==> config.mk <==
export PLATFORM = sky130hd
export DESIGN_NAME = instr_fetch_unit
export DESIGN_NICKNAME = d
export VERILOG_FILES = /design/src/rtl/gambling_pkg.sv /design/src/rtl/if_next_pc.sv /design/src/rtl/instr_fetch_unit.sv
export SDC_FILE = /design/constraint.sdc
export NUM_CORES = 1
export LEC_CHECK = 0
export BUFFER_PORTS_ARGS = -buffer_cell sky130_fd_sc_hd__buf_2
export CELL_PAD_IN_SITES_DETAIL_PLACEMENT = 2
export CELL_PAD_IN_SITES_GLOBAL_PLACEMENT = 2
export CORE_MARGIN = 3
export CORE_UTILIZATION = 29
export DETAILED_ROUTE_END_ITERATION = 12
export PLACE_DENSITY_LB_ADDON = 0.1
export SETUP_SLACK_MARGIN = 0.2
export SYNTH_ARGS = -nofsm -noshare
export SYNTH_HDL_FRONTEND = slang
export SYNTH_SLANG_ARGS = --single-unit
==> constraint.sdc <==
create_clock -name clk -period 2.4 [get_ports clk]
set_input_delay 0.12 -clock clk [delete_from_list [all_inputs] [get_ports clk]]
set_output_delay 0.12 -clock clk [all_outputs]
set_load 0.01 [all_outputs]
==> src/rtl/gambling_pkg.sv <==
`default_nettype none
// ============================================================================
// Module   : gambling_pkg
// Brief    : Shared fetch-stage types and constants for Gambling_CPU.
// Revision : 1.0 - initial release
// ============================================================================
package gambling_pkg;

    localparam logic [31:0] NOP_WORD = 32'hE1A0_0000;

    typedef enum logic [1:0] {
        IDLE  = 2'd0,
        RUN   = 2'd1,
        FAULT = 2'd2
    } fetch_state_t;

    typedef logic [31:0] pc_t;

endpackage
`default_nettype wire

==> src/rtl/if_next_pc.sv <==
`default_nettype none
// ============================================================================
// Module   : if_next_pc
// Brief    : Combinational next-PC select with redirect/range fault checks.
// Revision : 1.0 - initial release
// ============================================================================
module if_next_pc
    import gambling_pkg::*;
#(
    parameter int unsigned PROG_WORDS = 173
) (
    input  pc_t  i_pc,
    input  logic i_redirect,
    input  pc_t  i_redirect_pc,
    input  logic i_load,
    output pc_t  o_next_pc,
    output logic o_fault_next
);

    localparam logic [29:0] c_prog_words = 30'(PROG_WORDS);

    logic w_redirect_bad;
    logic w_pc_out_of_range;

    assign w_redirect_bad    = (i_redirect_pc[1:0] != 2'b00) ||
                               (i_redirect_pc[31:2] >= c_prog_words);
    assign w_pc_out_of_range = (i_pc[31:2] >= c_prog_words);

    // A faulting request leaves the PC where it is.
    always_comb begin
        o_next_pc    = i_pc;
        o_fault_next = 1'b0;
        if (i_redirect) begin
            if (w_redirect_bad) begin
                o_fault_next = 1'b1;
            end else begin
                o_next_pc = i_redirect_pc;
            end
        end else if (i_load) begin
            if (w_pc_out_of_range) begin
                o_fault_next = 1'b1;
            end else begin
                o_next_pc = i_pc + 32'd4;
            end
        end
    end

endmodule
`default_nettype wire

==> src/rtl/instr_fetch_unit.sv <==
`default_nettype none
// ============================================================================
// Module   : instr_fetch_unit
// Brief    : Fetch stage: PC, ROM addressing, registered F/D output, redirects.
// Revision : 1.0 - initial release
// ============================================================================
module instr_fetch_unit #(
    parameter int unsigned      AW         = 10,
    parameter int unsigned      DW         = 32,
    parameter int unsigned      PROG_WORDS = 173,
    parameter logic [31:0]      RESET_PC   = 32'h0000_0000,
    parameter logic [DW-1:0]    NOP_WORD   = DW'(gambling_pkg::NOP_WORD)
) (
    input  logic          clk,
    input  logic          rst,
    output logic [AW-1:0] rom_addr_o,
    input  logic [DW-1:0] rom_data_i,
    output logic [DW-1:0] instr_o,
    output logic [31:0]   pc_o,
    output logic [31:0]   pc_plus4_o,
    output logic          instr_valid_o,
    input  logic          instr_ready_i,
    input  logic          redirect_i,
    input  logic [31:0]   redirect_pc_i,
    output logic          fault_o,
    output logic [31:0]   fetch_count_o
);

    import gambling_pkg::*;

    fetch_state_t  r_state, w_state_nxt;
    pc_t           r_pc, w_pc_nxt;
    logic [DW-1:0] r_instr, w_instr_nxt;
    pc_t           r_pc_out, w_pc_out_nxt;
    pc_t           r_pc_plus4, w_pc_plus4_nxt;
    logic          r_valid, w_valid_nxt;
    logic          r_fault, w_fault_nxt;
    logic [31:0]   r_fetch_count;

    logic w_load;
    pc_t  w_next_pc;
    logic w_fault_chk;

    assign w_load = !r_valid || instr_ready_i;

    if_next_pc #(
        .PROG_WORDS (PROG_WORDS)
    ) u_next_pc (
        .i_pc          (r_pc),
        .i_redirect    (redirect_i),
        .i_redirect_pc (redirect_pc_i),
        .i_load        ((r_state == RUN) && w_load),
        .o_next_pc     (w_next_pc),
        .o_fault_next  (w_fault_chk)
    );

    always_comb begin
        w_state_nxt    = r_state;
        w_pc_nxt       = r_pc;
        w_instr_nxt    = r_instr;
        w_pc_out_nxt   = r_pc_out;
        w_pc_plus4_nxt = r_pc_plus4;
        w_valid_nxt    = r_valid;
        w_fault_nxt    = r_fault;
        case (r_state)
            IDLE, RUN: begin
                if (r_state == IDLE) begin
                    w_state_nxt = RUN;
                end
                // Redirect flushes the output slot even if it was accepted now.
                if (redirect_i) begin
                    w_valid_nxt = 1'b0;
                    w_instr_nxt = NOP_WORD;
                    if (w_fault_chk) begin
                        w_state_nxt = FAULT;
                        w_fault_nxt = 1'b1;
                    end else begin
                        w_pc_nxt = w_next_pc;
                    end
                end else if ((r_state == RUN) && w_load) begin
                    if (w_fault_chk) begin
                        w_state_nxt = FAULT;
                        w_fault_nxt = 1'b1;
                        w_valid_nxt = 1'b0;
                        w_instr_nxt = NOP_WORD;
                    end else begin
                        w_instr_nxt    = rom_data_i;
                        w_pc_out_nxt   = r_pc;
                        w_pc_plus4_nxt = r_pc + 32'd4;
                        w_valid_nxt    = 1'b1;
                        w_pc_nxt       = w_next_pc;
                    end
                end
            end
            FAULT: begin
                w_valid_nxt = 1'b0;
                w_instr_nxt = NOP_WORD;
                w_fault_nxt = 1'b1;
            end
            default: begin
                w_state_nxt = IDLE;
            end
        endcase
    end

    always_ff @(posedge clk) begin
        if (rst) begin
            r_state       <= IDLE;
            r_pc          <= RESET_PC;
            r_instr       <= NOP_WORD;
            r_pc_out      <= 32'd0;
            r_pc_plus4    <= 32'd0;
            r_valid       <= 1'b0;
            r_fault       <= 1'b0;
            r_fetch_count <= 32'd0;
        end else begin
            r_state       <= w_state_nxt;
            r_pc          <= w_pc_nxt;
            r_instr       <= w_instr_nxt;
            r_pc_out      <= w_pc_out_nxt;
            r_pc_plus4    <= w_pc_plus4_nxt;
            r_valid       <= w_valid_nxt;
            r_fault       <= w_fault_nxt;
            r_fetch_count <= r_fetch_count + 32'(r_valid & instr_ready_i);
        end
    end

    assign rom_addr_o    = r_pc[AW+1:2];
    assign instr_o       = r_instr;
    assign pc_o          = r_pc_out;
    assign pc_plus4_o    = r_pc_plus4;
    assign instr_valid_o = r_valid;
    assign fault_o       = r_fault;
    assign fetch_count_o = r_fetch_count;

endmodule
`default_nettype wire

## Yosys cells after proc, flatten, opt, wreduce, memory -nomap -nowiden

Index checks and enable logic that the tools add are counted.

| storage, ports and cells | value |
|---|---|
| flip-flop bits (word level) | 164 |
| bits of input ports | 68 |
| output and inout bits | 140 |

| operators by class | value |
|---|---|
| add/subtract/negate cells | 2 |
| eq/ne operators | 3 |
| bitwise gates (word level) | 3 |
| muxes and demuxes | 27 |
| $lt $le $gt $ge | 2 |
| reductions and logical operators | 12 |

Operators with widths:

| cell | count |
|---|---|
| $mux 32 | 9 |
| $pmux 32 s2 | 1 |
| $ge 30x8->1 const B | 2 |
| $add 32x1->32 | 1 |
| $add 32x3->32 const B | 1 |
| $mux 1 | 10 |
| $mux 2 | 4 |
| $reduce_bool 2->1 | 3 |
| $pmux 1 s2 | 2 |
| $pmux 2 s2 | 1 |
| $reduce_and 2->1 | 2 |
| $reduce_and 4->1 | 1 |
| $ne 3x2->1 const B | 1 |
| $eq 2x1->1 const B | 1 |
| $eq 2x2->1 const B | 1 |
| $logic_not 2->1 | 1 |
| $logic_or 1x1->1 | 2 |
| $not 1->1 | 2 |
| $reduce_or 2->1 | 1 |
| $and 1x1->1 | 1 |
| $logic_and 1x1->1 | 1 |
| $logic_not 1->1 | 1 |

## Depth between registers and ports, before layout

| depth | value |
|---|---|
| word-level depth | 9 |
| mapped depth | 9 |

## Modules after synthesis

A second synthesis with hierarchy kept.

| second synthesis, totals | value |
|---|---|
| cell total of the unflattened synthesis | 873 |
| area total of the unflattened synthesis | 7230.7 sq um |

Modules (own cells, without submodules):

| module | instances | sequential area each (sq um) | cells each | area an instance (sq um) |
|---|---|---|---|---|
| instr_fetch_unit | 1 | 3243.1 | 761 | 6498.7 |
| if_next_pc | 1 | 0.0 | 112 | 732.0 |

## Worst setup path after synthesis

Ideal clock, no wire load.

| timing path | value |
|---|---|
| path kind | register to register |
| start point | register r_valid (netlist: instr_valid_o) |
| end point | register r_fetch_count[31] (netlist: fetch_count_o[31]) |
| arrival | 1.901 ns |
| setup time | 0.123 ns |
| path slack | 0.375 ns |
| stages on the path, launching flop included | 9 |
| path through | dfxtp_1 > and2_1 > ha_1 > and2_1 > and4_1 > clkbuf_1 > nand3_1 > nor3_1 > mux2_1 |

| on the way | value |
|---|---|
| word-level cells in the longest chain between the ends | 2 |

Ends and longest elaborated chain:

| element | RTL line | RTL |
|---|---|---|
| start: declaration | instr_fetch_unit.sv:36 | `logic r_valid, w_valid_nxt;` |
| start signal: assignment | instr_fetch_unit.sv:122 | `r_valid <= w_valid_nxt;` |
| $and 1x1->1 | instr_fetch_unit.sv:124 | `r_fetch_count <= r_fetch_count + 32'(r_valid & instr_ready_i);` |
| $add 32x1->32 | instr_fetch_unit.sv:124 |  |
| end signal: assignment | instr_fetch_unit.sv:124 |  |
| end: declaration | instr_fetch_unit.sv:38 | `logic [31:0] r_fetch_count;` |

Every way passes these cells.
A chain may end at the register's enable or synchronous reset.

## Worst setup path in the final report

| timing path | value |
|---|---|
| start point | register r_pc[16] |
| end point | register r_state[0] |

| on the way | value |
|---|---|
| word-level cells in the longest chain between the ends | 8 |

Ends and longest elaborated chain:

| element | RTL line | RTL |
|---|---|---|
| start: declaration | instr_fetch_unit.sv:32 | `pc_t r_pc, w_pc_nxt;` |
| start signal: assignment | instr_fetch_unit.sv:118 | `r_pc <= w_pc_nxt;` |
| $ge 30x8->1 * | if_next_pc.sv:27 | `assign w_pc_out_of_range = (i_pc[31:2] >= c_prog_words);` |
| $mux 1 * | if_next_pc.sv:40 | `if (w_pc_out_of_range) begin` |
| $mux 1 * | if_next_pc.sv:39 | `end else if (i_load) begin` |
| $mux 1 * | if_next_pc.sv:33 | `if (i_redirect) begin` |
| $mux 2 * | instr_fetch_unit.sv:74, instr_fetch_unit.sv:81 |  |
| $mux 2 | instr_fetch_unit.sv:80 | `end else if ((r_state == RUN) && w_load) begin` |
| $mux 2 * | instr_fetch_unit.sv:71 | `if (redirect_i) begin` |
| $pmux 2 s2 * | instr_fetch_unit.sv:65 | `case (r_state)` |
| end signal: assignment | instr_fetch_unit.sv:117 | `r_state <= w_state_nxt;` |
| end: declaration | instr_fetch_unit.sv:31 | `fetch_state_t r_state, w_state_nxt;` |

Mark *: on every way between the ends. The rest lies on a longest branch, timed or not.

==> run summary <==
===============================================================================================
Xor and xnor fraction of the mapped netlist area                                         4.554%
Total routing usage reported by global routing                                           18.92%
Total met2 wirelength after detailed routing                                           11410 um
Layout cells sized above 1                                                               33.14%
Clock latency reported for the late side of the worst-skew pair                         0.43 ns
Total number of nets in the final design                                                    938
Buffers from clock root to sink, at most                                                      2
Multiplexer share of the synthesized area                                               0.3659%
Portion of the post-synthesis area used by sequential elements                           52.69%
Post-synthesis instance area                                                          6155 um^2
Maximum level of the CTS H-tree                                                               4
DR pass1 iterations                                                                           4
Wire length of the first global-routing pass                                           33730 um
Max-cap violations                                                                            0
Slowest stage cell, crit path                                                      sky130_fd_sc_hd__nor4_1
Worst slew margin relative to its limit                                                  51.94%
EDFF count, synth                                                                             0
Peak supply drop                                                                       435.4 uV
Clock input transition at the sequential cells of the worst setup and hold paths        0.07 ns
Arrival time worst endpoint                                                             2.43 ns
Number of antenna violations at the first check in global routing                             0
Placer Congestion                                                                        0.7703
Count of state elements after synthesis                                                     162
Status                                                                                completed
Worst clock skew on the final layout                                                 0.01004 ns
Starting Density                                                                         29.94%
Maximum clock frequency                                                              0.4693 GHz
Adder-cell area share of the yosys netlist                                               1.016%
Cells traversed along the worst timing path                                        nor4_1 > nand2_2 > a211oi_4 > buf_12 > buf_12 > nor2_1 > a2111oi_1
Distinct cell type count of the synthesized netlist                                          51
TritonCTS Buffers                                                                            17
Reg area                                                                              3244 um^2
Vertical extent of the die                                                             151.7 um
Post-synthesis share of cell area spent on and, or, nand and nor gates                   22.95%
Overall power of the completed layout                                                  6.021 mW
Number of buffers added on ports                                                            207
Synth Area in Compound Gates                                                             13.80%
DIE AREA                                                                             23010 um^2
Setup TNS                                                                                  0 ns
Number of placement rows                                                                     52
Main combinational cell family by area after synthesis                             simple AND/OR/NAND/NOR gates
Number of hold violations in the final report                                                 0
Setup repair after global routing missed its margin                                        true
Most common cell after layout, fill and taps aside                                 sky130_fd_sc_hd__buf_2
Tcrit/Tclk final                                                                         88.78%
Met1 layer wirelength in the final routing                                              9304 um
CP delay by family, top                                                            simple AND/OR/NAND/NOR gates
Total Routed Length                                                                    22200 um
Most frequent cells in the layout                                                  207 x sky130_fd_sc_hd__buf_2, 161 x sky130_fd_sc_hd__dfxtp_1, 71 x sky130_fd_sc_hd__and2_1
Cell leakage power                                                                     3.788 nW
CP Buf/Inv Count                                                                              2
Startpoint type of the worst setup path                                               flip-flop
Number of setup violations in the final report                                                0
Number of synthesis warnings                                                                  0
Number of global-route vias before repair                                                  6093
Class of the tightest hold or removal check                                        input port to flip-flop
Mean cell area of the mapped netlist                                                 9.723 um^2
Clock root buffer                                                                  sky130_fd_sc_hd__clkbuf_16
Number of slew-limit violations in the final report                                           0
Maximum fanout along the worst path                                                          11
Number of cells produced by synthesis                                                       633
I/O pin cnt                                                                                 208
Wire length on met3                                                                     1046 um
Power Dens Cells                                                                   704.8 nW/um^2
Prevailing post-synth register cell                                                sky130_fd_sc_hd__dfxtp_1
CP endpoint kind                                                                      flip-flop
Post-route cell area                                                                  8543 um^2
CTS tree                                                                                  built
Vias                                                                                       5747
X dimension of the die                                                                 151.7 um
Starting DRT DRC Count                                                                      217
Highest metal used                                                                         met4
Largest net degree at the start of global routing                                            88
Mean routed wirelength per cell                                                        19.34 um
CTS sink cnt                                                                                162
Post-DP Area                                                                          7446 um^2
Share of synthesized flip-flops with an asynchronous set or reset                            0%
Via density per instance                                                                  5.006
Antenna Nets Post-Route                                                                       0
Slowest Stage Delay on Critical Path                                                    0.47 ns
Classification of the worst setup path                                             flip-flop to flip-flop
Footprint of the multi-input gates                                                    2711 um^2
Post-detailed-placement half-perimeter wirelength                                      15110 um
Filler cells                                                                               2292
Area inside the core boundary                                                        20560 um^2
Ant diodes                                                                                    0
Total placed cells including tap cells                                                     1078
Most common cell on crit path                                                      sky130_fd_sc_hd__buf_12
Total overflow reported by the global router                                                  0
Layout Utilization                                                                       41.55%
Time the worst path needs with I/O delays and setup                                    2.131 ns
Synthesized net count                                                                       706
Transition time at the pin with the least slew margin                                 0.7192 ns
DR DRC count                                                                                  0
Number of non-filler instances in the completed layout                                     1148
Data required time at the worst endpoint                                                2.70 ns
Synth-to-layout area growth                                                              38.81%
===============================================================================================
[state kept, by name, indices dropped and copies added (netlist names)]
| signal | cells |
|---|---|
| instr_o | 32 |
| fetch_count_o | 32 |
| pc_plus4_o | 30 |
| pc_o | 32 |
| instr_valid_o | 1 |
| fault_o | 1 |
| r_pc | 32 |
| r_state | 2 |
[final timing paths]
kind,startpoint,endpoint,slack (ns),cells past startpoint
min reg2reg,pc_o[18],pc_o[18],0.46,1
max reg2reg,r_pc[16],r_state[0],0.27,7
max,r_pc[16],r_state[0],0.27,7
min,redirect_pc_i[6],r_pc[6],0.08,3
[metal layers]
layer / global-route usage, % / vias up
li1: - / 2694
met1: 22.94 / 2840
met2: 33.69 / 184
met3: 3.807 / 29
met4: 5.840 / 0
met5: 0 / -
[power by group]
group	total [mW]	internal, mW	switching (mW)
Clock	2.69	1.40	1.29
Combinational	0.537	0.224	0.313
Sequential	2.79	2.74	0.0482
Total	6.02	4.37	1.65
[logic make-up after synthesis]
logic type | count (synthesis)
and+or+nand+nor | 261
DFF | 162
AOI/OAI and AO/OA | 114
buffers and inverters | 57
xor gates and xnor gates | 32
adders and majority gates | 5
muxes | 2
[final cells by class]
| type | count | area share [%] |
|---|---|---|
| Clock buffer | 18 | 5.023 |
| Clock inverter | 14 | 1.845 |
| Inverter | 7 | 0.3076 |
| Multi-Input combinational cell | 414 | 31.74 |
| Sequential cell | 162 | 37.98 |
| Tap cell | 270 | 3.954 |
| Timing Repair Buffer | 263 | 19.16 |
[tightest hold or removal path, stage by stage]
cell and delay (ns):
sky130_fd_sc_hd__buf_2 0.11, sky130_fd_sc_hd__a21oi_1 0.14, sky130_fd_sc_hd__o32ai_1 0.08
[cell usage after synthesis, drive strengths merged, types with 3 or more instances]
cell / n / area share (%)
dfxtp: 162 / 53
and2: 71 / 7.2
nor2: 70 / 4.3
nand2: 32 / 2.0
a21oi: 29 / 2.4
nand3: 27 / 2.2
a32oi: 26 / 3.7
buf: 26 / 2.7
clkbuf: 24 / 1.5
xor2: 22 / 3.1
o21ai: 16 / 1.3
nor4: 15 / 2.2
nand4: 13 / 1.3
xnor2: 10 / 1.4
o32ai: 9 / 1.3
and4: 8 / 1.1
o211ai: 8 / 0.98
inv: 7 / 0.43
nor3: 6 / 0.49
a211oi: 5 / 0.81
ha: 5 / 1.0
nor2b: 5 / 0.51
and3: 4 / 0.41
o211a: 4 / 0.65
or3: 4 / 0.41
a311oi: 3 / 0.43
a31oi: 3 / 0.30
o2111ai: 3 / 0.43
[metrics by stage]
step	setup WS, ns	hold WS [ns]
3_3_place_gp	0.2353	0.3588
3_5_place_dp	0.1084	0.3770
2_1_floorplan	0.3753	0.2745
6_report	0.2692	0.07753
5_1_grt	0.07706	0.09877
4_1_cts	0.1571	0.05896
[what timing repair did]
action,4_1_cts,5_1_grt
endpoints found under the setup margin,5,42
endpoints found under the hold margin,32,0
gates cloned,2,0
resized for setup,4,15
setup buffers,2,2
pin swaps,1,2
hold buffers,32,0
No activity file was read; power rests on OpenSTA's default activity.
